### src/rtl/parity_frame_checker_serial_parity_acc.sv
// Shift register plus running XOR for one frame; i_start seeds a fresh frame with its first bit.
module serial_parity_acc #(
  parameter int unsigned DATA_W    = 8,
  parameter bit          MSB_FIRST = 1'b0
) (
  input  logic              i_clk,
  input  logic              i_rst_n,
  input  logic              i_start,
  input  logic              i_shift,
  input  logic              i_bit,
  output logic [DATA_W-1:0] o_data,
  output logic              o_par
);

  logic [DATA_W-1:0] r_data;
  logic              r_par;
  logic [DATA_W-1:0] w_shifted;
  logic [DATA_W-1:0] w_seed;

  // LSB-first seeds at the top and shifts down, so bit 0 ends in o_data[0] after DATA_W beats.
  generate
    if (MSB_FIRST) begin : g_msb
      assign w_shifted = {r_data[DATA_W-2:0], i_bit};
      assign w_seed    = {{(DATA_W-1){1'b0}}, i_bit};
    end else begin : g_lsb
      assign w_shifted = {i_bit, r_data[DATA_W-1:1]};
      assign w_seed    = {i_bit, {(DATA_W-1){1'b0}}};
    end
  endgenerate

  // Frame accumulator: start discards any partial frame.
  always_ff @(posedge i_clk) begin
    if (!i_rst_n) begin
      r_data <= {DATA_W{1'b0}};
      r_par  <= 1'b0;
    end else if (i_start) begin
      r_data <= w_seed;
      r_par  <= i_bit;
    end else if (i_shift) begin
      r_data <= w_shifted;
      r_par  <= r_par ^ i_bit;
    end
  end

  assign o_data = r_data;
  assign o_par  = r_par;

endmodule

### config.mk
export PLATFORM = sky130hd
export DESIGN_NAME = serial_parity_acc
export DESIGN_NICKNAME = d
export VERILOG_FILES = /design/src/rtl/parity_frame_checker_serial_parity_acc.sv
export SDC_FILE = /design/constraint.sdc
export NUM_CORES = 1
export LEC_CHECK = 0
export ABC_AREA = 1
export CAP_MARGIN = 20
export CORE_AREA = 10 10 47 49
export DETAILED_ROUTE_END_ITERATION = 10
export DIE_AREA = 0 0 57 59
export PLACE_DENSITY = 0.53
export SYNTH_ARGS = -nofsm -noshare
export SYNTH_HDL_FRONTEND = slang
export SYNTH_SLANG_ARGS = --single-unit
### constraint.sdc
create_clock -name i_clk -period 1.17 [get_ports i_clk]
set_clock_uncertainty 0.15 [all_clocks]
set_input_delay 0.234 -clock i_clk [delete_from_list [all_inputs] [get_ports i_clk]]
set_output_delay 0.234 -clock i_clk [all_outputs]
set_load 0.03 [all_outputs]
# ---- Word level (Yosys, flattened, before mapping)
# Index checks and enable logic that the tools add are counted.
dict set report word_totals {
  inputBits 5
  regBits 9
  elab_cells 11
  output_inout_bits 9
}
dict set report classes {
  reduce_logical 2
  bitwise 2
  mux 4
}
# operator count
set op_table {}
lappend op_table {{8-bit 2-to-1 mux} 2}
lappend op_table {{1-bit 2-to-1 mux} 2}
lappend op_table {{2-bit nonzero test} 1}
lappend op_table {{2-bit OR reduction} 1}
lappend op_table {{1-bit inverter} 1}
lappend op_table {{1-bit XOR} 1}

# ---- Longest topological paths before layout
# Gate-level depths: netlist of the first run.
dict set report logic_depth {
  word_depth 3
  ltp_mapped 4
}

# ---- Worst setup path before layout of the first run
# Ideal clock, no wire load.
dict set report synth_path {
  kind {register to register}
  from {reg r_par (netlist: o_par)}
  to {reg r_par (netlist: o_par)}
  period_less_slack_ps 979
  stages_incl_launch_ff 4
  setup_time_ps 113
  t_arrival_ps 716
  required_time_ps 907
  setup_slack_ps 191
  cell_sequence {dfxtp_1 nand4_1 nand2_1 nor2_1}
}
dict set report synth_via {
  elab_chain_len 3
}
# item line
set synth_lines {}
lappend synth_lines {{from (decl)} 16} ;# logic r_par;
lappend synth_lines {{from (signal assigned)} 38} ;# r_par <= i_bit;
lappend synth_lines {{from (signal assigned)} 41} ;# r_par <= r_par ^ i_bit;
lappend synth_lines {{1-bit XOR} 41}
lappend synth_lines {{1-bit 2-to-1 mux} 39} ;# end else if (i_shift) begin
lappend synth_lines {{1-bit 2-to-1 mux} 36} ;# end else if (i_start) begin
# No other way between the ends. The select of a mux whose other input is x is not followed.
# A chain may end at the register's enable or synchronous reset.

# ---- Worst setup path after layout of the first run
dict set report layout_path {
  from {reg r_data[0] (netlist: o_data[0])}
  to {out o_data[0]}
}
# item line
set layout_lines {}
lappend layout_lines {{from (decl)} 15} ;# logic [DATA_W-1:0] r_data;
lappend layout_lines {{from (signal assigned)} 34} ;# r_data <= {DATA_W{1'b0}};
lappend layout_lines {{from (signal assigned)} 37} ;# r_data <= w_seed;
lappend layout_lines {{from (signal assigned)} 40} ;# r_data <= w_shifted;
lappend layout_lines {{to (decl)} 11} ;# output logic [DATA_W-1:0] o_data,
# No word-level cell between the ends.

==> run metrics, run 1 <==
DRT Wirelength=889 um; critical path launch point type=register; DRT iter0 DRCs=2; Crit. Startpoint=o_data[0]; Residual DRC=0; Max Buffers Root-to-Sink=2; largest net degree at the start of global routing=9; Avg Inst Size Synth=7.51 sq um; Core ar.=1400 sq um; # Max-Cap Violations=0; initial antenna violation count=0; setup_tns=0 ns; vias in the first global route=370; clock buffer count from CTS=3; final antenna diode count=0; Worst EP arrival=between 0.7 and 0.8 ns; Tmin final=1.13 ns; final setup fails=0; LEAKAGE=0.000227 uW; IO buf count=13; yosys warns=0; final worst slack=0.0361 ns; CP required=0.79 ns; status=completed; row count=14; Synth area leaders=dfxtp_1, nand2_1, a21oi_1; Hold Buf Count CTS=0; cell chain of the critical path=buf_6; Seq/Total Area, Yosys=52.2%; gr usage total=5.42%; Synth cell types=10; Final ANT Viol Nets=0; HPWL Detailed=655 um; HP Start=o_data[4]; CTS HTree Levels=1; die width=57 um; CTS tree=done; Mapped Nets=51; Worst Hold Class=reg -> reg; Die H=59 um; Syn Inst Count=46; kind of critical path=reg -> out; r2r startpoint=o_par; Post-DP Area=between 400 and 500 sq um; post-synth top area share=approximately 52%; fin nets=71; clk slew on worst S/H paths=0.07 ns; total die area=3360 sq um; Slew Limit Headroom=a little over four fifths; Top Ports=14; Tcrit/Tclk final=96.9%; RD Place Congestion=approximately 0.66; total clock sinks=9; max incr delay on CP=around 0.35 ns; Crit. End Element=primary output; leading area contributor after synthesis=dfxtp_1; kind of cell adding the most delay to the critical path=flip-flops; drt first pass iters=4; worst path buffer plus inverter count=1; vias per inst=around 4.3; Power Density=about 1100 nW/um^2; Final Hold Fails=0; later-pin clock latency in the skew report=0.26 ns; FF+latch count, synth=9; Peak VDD IR=0.000602 V; fin area=556 sq um; worst-path maximum fanout=2; root buffer cell=clkbuf_4; drt wl/cell=~11 um; critical path's slowest cell=dfxtp_1; via count=~350; first-pass GRT wire length=roughly 1.4 mm; synthesized area=345 sq um; layout cells sized above 1=between 30% and 40%; Initial Util=24.6%; RSZ-0062 raised after global routing=no; fmax=around 880 MHz; max-slew violation count=0; grt total ovfl=0; Layout area overhead=60.9%; DP Worst Slack=-0.192 ns; worst-margin pin slew=approximately 0.23 ns
## per-stage QoR
stage / cells / total power, uW / hold WS [ns] / utilization (%)
final: 81 / 636 / 0.324 / 39.6
after detailed placement: 77 / 394 / 0.318 / 34.6
after floorplan: 46 / 359 / 0.205 / -
after global placement: 77 / 395 / 0.308 / 34.6
after global routing: 81 / 665 / 0.341 / 39.6
after CTS: 81 / 643 / 0.328 / 39.2
## final cells by class
cell class	instances	area (sq um)
Inverter	4	17.5
Multi-Input combinational cell	32	136
Tap cell	16	20.0
Sequential cell	9	190
Timing Repair Buffer	16	164
Clock buffer	3	22.5
Fill cell	174	846
Clock inverter	1	5.00
## cells in the mapped netlist
library cell,number
o21ai_1,1
inv_1,3
inv_4,1
a21oi_1,7
nor2_1,5
buf_6,1
a21boi_1,1
dfxtp_1,9
nand4_1,1
nand2_1,17
## final timing paths
path              cells after the start  slack [ns]   endpoint
setup reg to reg                      4        0.33      o_par
setup / recovery                      1        0.04  o_data[0]
hold / removal                        2        0.32  o_data[4]
hold reg to reg                       2        0.32  o_data[4]
## power breakdown
part	internal, uW	total [uW]	leakage (uW)	switching, uW
clock	126	244	0.0000177	118
combinational	35.7	74.9	0.000133	39.1
sequential	313	318	0.0000767	5.02
## timing repair
item / 4_1_cts / 5_1_grt
gates resized for setup: 14 / 3
endpoints found under the hold margin: 0 / 0
setup endpoints to repair: 8 / 3
buffers inserted: 0 / 0
## registers in the layout, summed over array words and instances, names as in the netlist
register	count
o_data	8
o_par	1
## worst reg2reg max path, delay by kind of cell (launching register included)
kind                   cells  cell delay, ns
buffers and inverters      1            0.04
AND/OR/NAND/NOR            3            0.23
flip-flops                 1            0.35
## cells in the final DEF, fill, tap and decap left out
master           instances
a21boi_1                 1
a21oi_1                  7
buf_4                    3
buf_6                    9
clkbuf_4                 3
clkdlybuf4s50_1          4
clkinv_2                 1
dfxtp_1                  1
dfxtp_2                  8
inv_1                    3
inv_4                    1
nand2_1                 17
nand4_1                  1
nor2_1                   5
o21ai_1                  1
## cell families after synthesis
| group | synth area share (%) |
|---|---|
| AOI/OAI and AO/OA | 13.8 |
| DFF | 52.2 |
| buffers and inverters | 8.33 |
| and+or+nand+nor | 25.7 |
## routing by layer
layer / global-route usage (%) / share of wire, % / vias to the layer above
met5: 0 / 0 / -
met4: 5.03 / 0 / 0
met3: 3.65 / 11 / 0
met2: 7.60 / 49 / 12
met1: 5.28 / 40 / 154
li1: - / - / 183
(Power assumes the default switching activity.)
==> run 2: changes to the inputs <==
--- a/config.mk
+++ b/config.mk
@@ -7,10 +7,9 @@
 export LEC_CHECK = 0
 export ABC_AREA = 1
 export CAP_MARGIN = 20
-export CORE_AREA = 10 10 47 49
+export CORE_AREA = 2 2 39 41
 export DETAILED_ROUTE_END_ITERATION = 10
-export DIE_AREA = 0 0 57 59
-export PLACE_DENSITY = 0.53
+export DIE_AREA = 0 0 41 43
 export SYNTH_ARGS = -nofsm -noshare
 export SYNTH_HDL_FRONTEND = slang
 export SYNTH_SLANG_ARGS = --single-unit
==> run 2 against run 1 <==
Net effect: via count is 0.57% lower; cell area is 0.45% lower; non-clock buffer count stayed put; register-to-register slack better by 0.03 ns; clock-buffer cell count is 1 higher; cell count stayed put; worst setup slack hardly changed; critical path depth stayed put; fmax hardly changed; largest cell class unchanged; highest routed layer is now met4.
==> run metrics, run 2 (same netlist as run 1, synthesis figures left out) <==
Tmin final=1.13 ns (about the same); r2r worst-path depth=4 (unchanged); clock buffer count from CTS=3 (unchanged); Slew Limit Headroom=90.6% (was 84.4%); final worst slack=0.0366 ns (was 0.0361 ns); Power Density=1150 nW/um^2 (about the same); later-pin clock latency in the skew report=0.26 ns (about the same); Met2 Wirelength=314 um (was 438 um); vias in the first global route=309 (was 370); most frequent cells in the layout=nand2_1, dfxtp_2, buf_6 (was nand2_1, buf_6, dfxtp_2); setup_tns=0 ns (unchanged); met1 WL=313 um (was 353 um); CTS tree=done (unchanged); drt wl/cell=8.78 um (was 11.0 um); row count=14 (unchanged); grt total ovfl=0 (unchanged); HPWL Detailed=511 um (was 655 um); Crit. Startpoint=o_data[5] (was o_data[0]); Reg area=190 sq um (unchanged); register-to-register setup slack=0.36 ns (was 0.33 ns); worst-margin pin slew=0.140 ns (was 0.233 ns); fin nets=71 (unchanged); worst path buffer plus inverter count=1 (unchanged); first-pass GRT wire length=1.21 mm (was 1.42 mm); # Max-Cap Violations=0 (unchanged); Tcrit/Tclk final=96.9% (about the same); clk slew on worst S/H paths=0.06 ns (was 0.07 ns); worst-path maximum fanout=3 (was 2); critical path's slowest cell=dfxtp_2 (was dfxtp_1); vias per inst=4.28 (was 4.31); routed length on met3=75 um (was 97 um); via count=347 (was 349); gr usage total=11.0% (was 5.42%); final antenna diode count=0 (unchanged); critical path launch point type=register (unchanged); highest routed layer=met4 (was met3); DP Worst Slack=-0.202 ns (was -0.192 ns); Hold Buf Count CTS=0 (unchanged); DRT iter0 DRCs=1 (was 2); CP required=0.79 ns (about the same); Core ar.=1380 sq um (was 1400 sq um); max incr delay on CP=0.35 ns (about the same); CP endpoint=o_data[5] (was o_data[0]); DRT Wirelength=711 um (was 889 um); Residual DRC=0 (unchanged); largest net degree at the start of global routing=8 (was 9); cell chain of the critical path=buf_6 (unchanged); Worst Hold Class=reg -> reg (unchanged); CP Depth=1 (unchanged); post-CTS setup buffers=0 (unchanged); Top Ports=14 (unchanged); drt first pass iters=2 (was 4); kind of critical path=reg -> out (unchanged); final setup fails=0 (unchanged); total die area=1760 sq um (was 3360 sq um); Multi-input gate area=139 sq um (was 136 sq um); CTS HTree Levels=1 (unchanged); layout cells sized above 1=38.5% (unchanged); Peak VDD IR=0.000534 V (was 0.000602 V); fmax=882 MHz (about the same); Layout area overhead=60.1% (was 60.9%); Final ANT Viol Nets=0 (unchanged); total clock sinks=9 (unchanged); most common cell after layout, fill and taps aside=nand2_1 (unchanged); Final Hold Fails=0 (unchanged); max-slew violation count=0 (unchanged); LEAKAGE=0.000224 uW (was 0.000227 uW); kind of cell adding the most delay to the critical path=flip-flops (unchanged); root buffer cell=clkbuf_4 (unchanged); Initial Util=25.0% (was 24.6%); r2r startpoint=o_par (unchanged); worst r2r dst=o_par (unchanged); Die H=43 um (was 59 um); die width=41 um (was 57 um); RD Place Congestion=0.684 (was 0.661); filler cell count=153 (was 174); max reg flops=8 (unchanged); Crit. End Element=primary output (unchanged); RSZ-0062 raised after global routing=no (unchanged); status=completed (unchanged); IO buf count=13 (unchanged); Max Buffers Root-to-Sink=2 (unchanged); Worst EP arrival=0.75 ns (about the same); initial antenna violation count=0 (unchanged)
## run 2: what timing repair did
item                                   4_1_cts  5_1_grt
setup endpoints to repair                    6        6
endpoints found under the hold margin        0        0
gates resized for setup                      9        8
## run 2: routing by layer
metal	global-route usage (%)	vias up
li1	-	181
met1	11.7	150
met2	13.8	14
met3	8.90	2
met4	8.00	0
met5	0	-
## run 2: power by group
part | switching [uW] | internal, uW | leakage [uW]
sequential | 4.94 | 313 | 0.0000767
clock | 112 | 132 | 0.0000150
combinational | 38.4 | 36.2 | 0.000133
## run 2: how the worst min path moves through the flow
stage,from,end,slack (ns),cells after the start
global route,o_data[0],o_data[0],0.33,2
floorplan,i_rst_n,o_par,0.21,2
CTS,o_data[0],o_data[0],0.31,2
global placement,o_data[0],o_data[0],0.31,2
detailed placement,o_data[0],o_data[0],0.30,2
finish,o_data[0],o_data[0],0.31,2
## run 2: area by class of cell
| cell class | count | area share (%) |
|---|---|---|
| inverter | 4 | 3.17 |
| clock buffer | 4 | 4.75 |
| tap | 16 | 3.62 |
| multi-input combinational | 32 | 25.1 |
| timing repair buffer | 16 | 29.0 |
| sequential | 9 | 34.4 |
## run 2: through the flow
step	std cells	power, uW	cell area (sq um)	utilization (%)	hold slack (ns)
6_report	81	635	553	40.0	0.308
5_1_grt	81	676	553	40.0	0.334
4_1_cts	81	646	537	38.8	0.313
3_5_place_dp	77	393	484	35.0	0.303
3_3_place_gp	77	393	484	35.0	0.311
2_1_floorplan	46	359	345	-	0.205
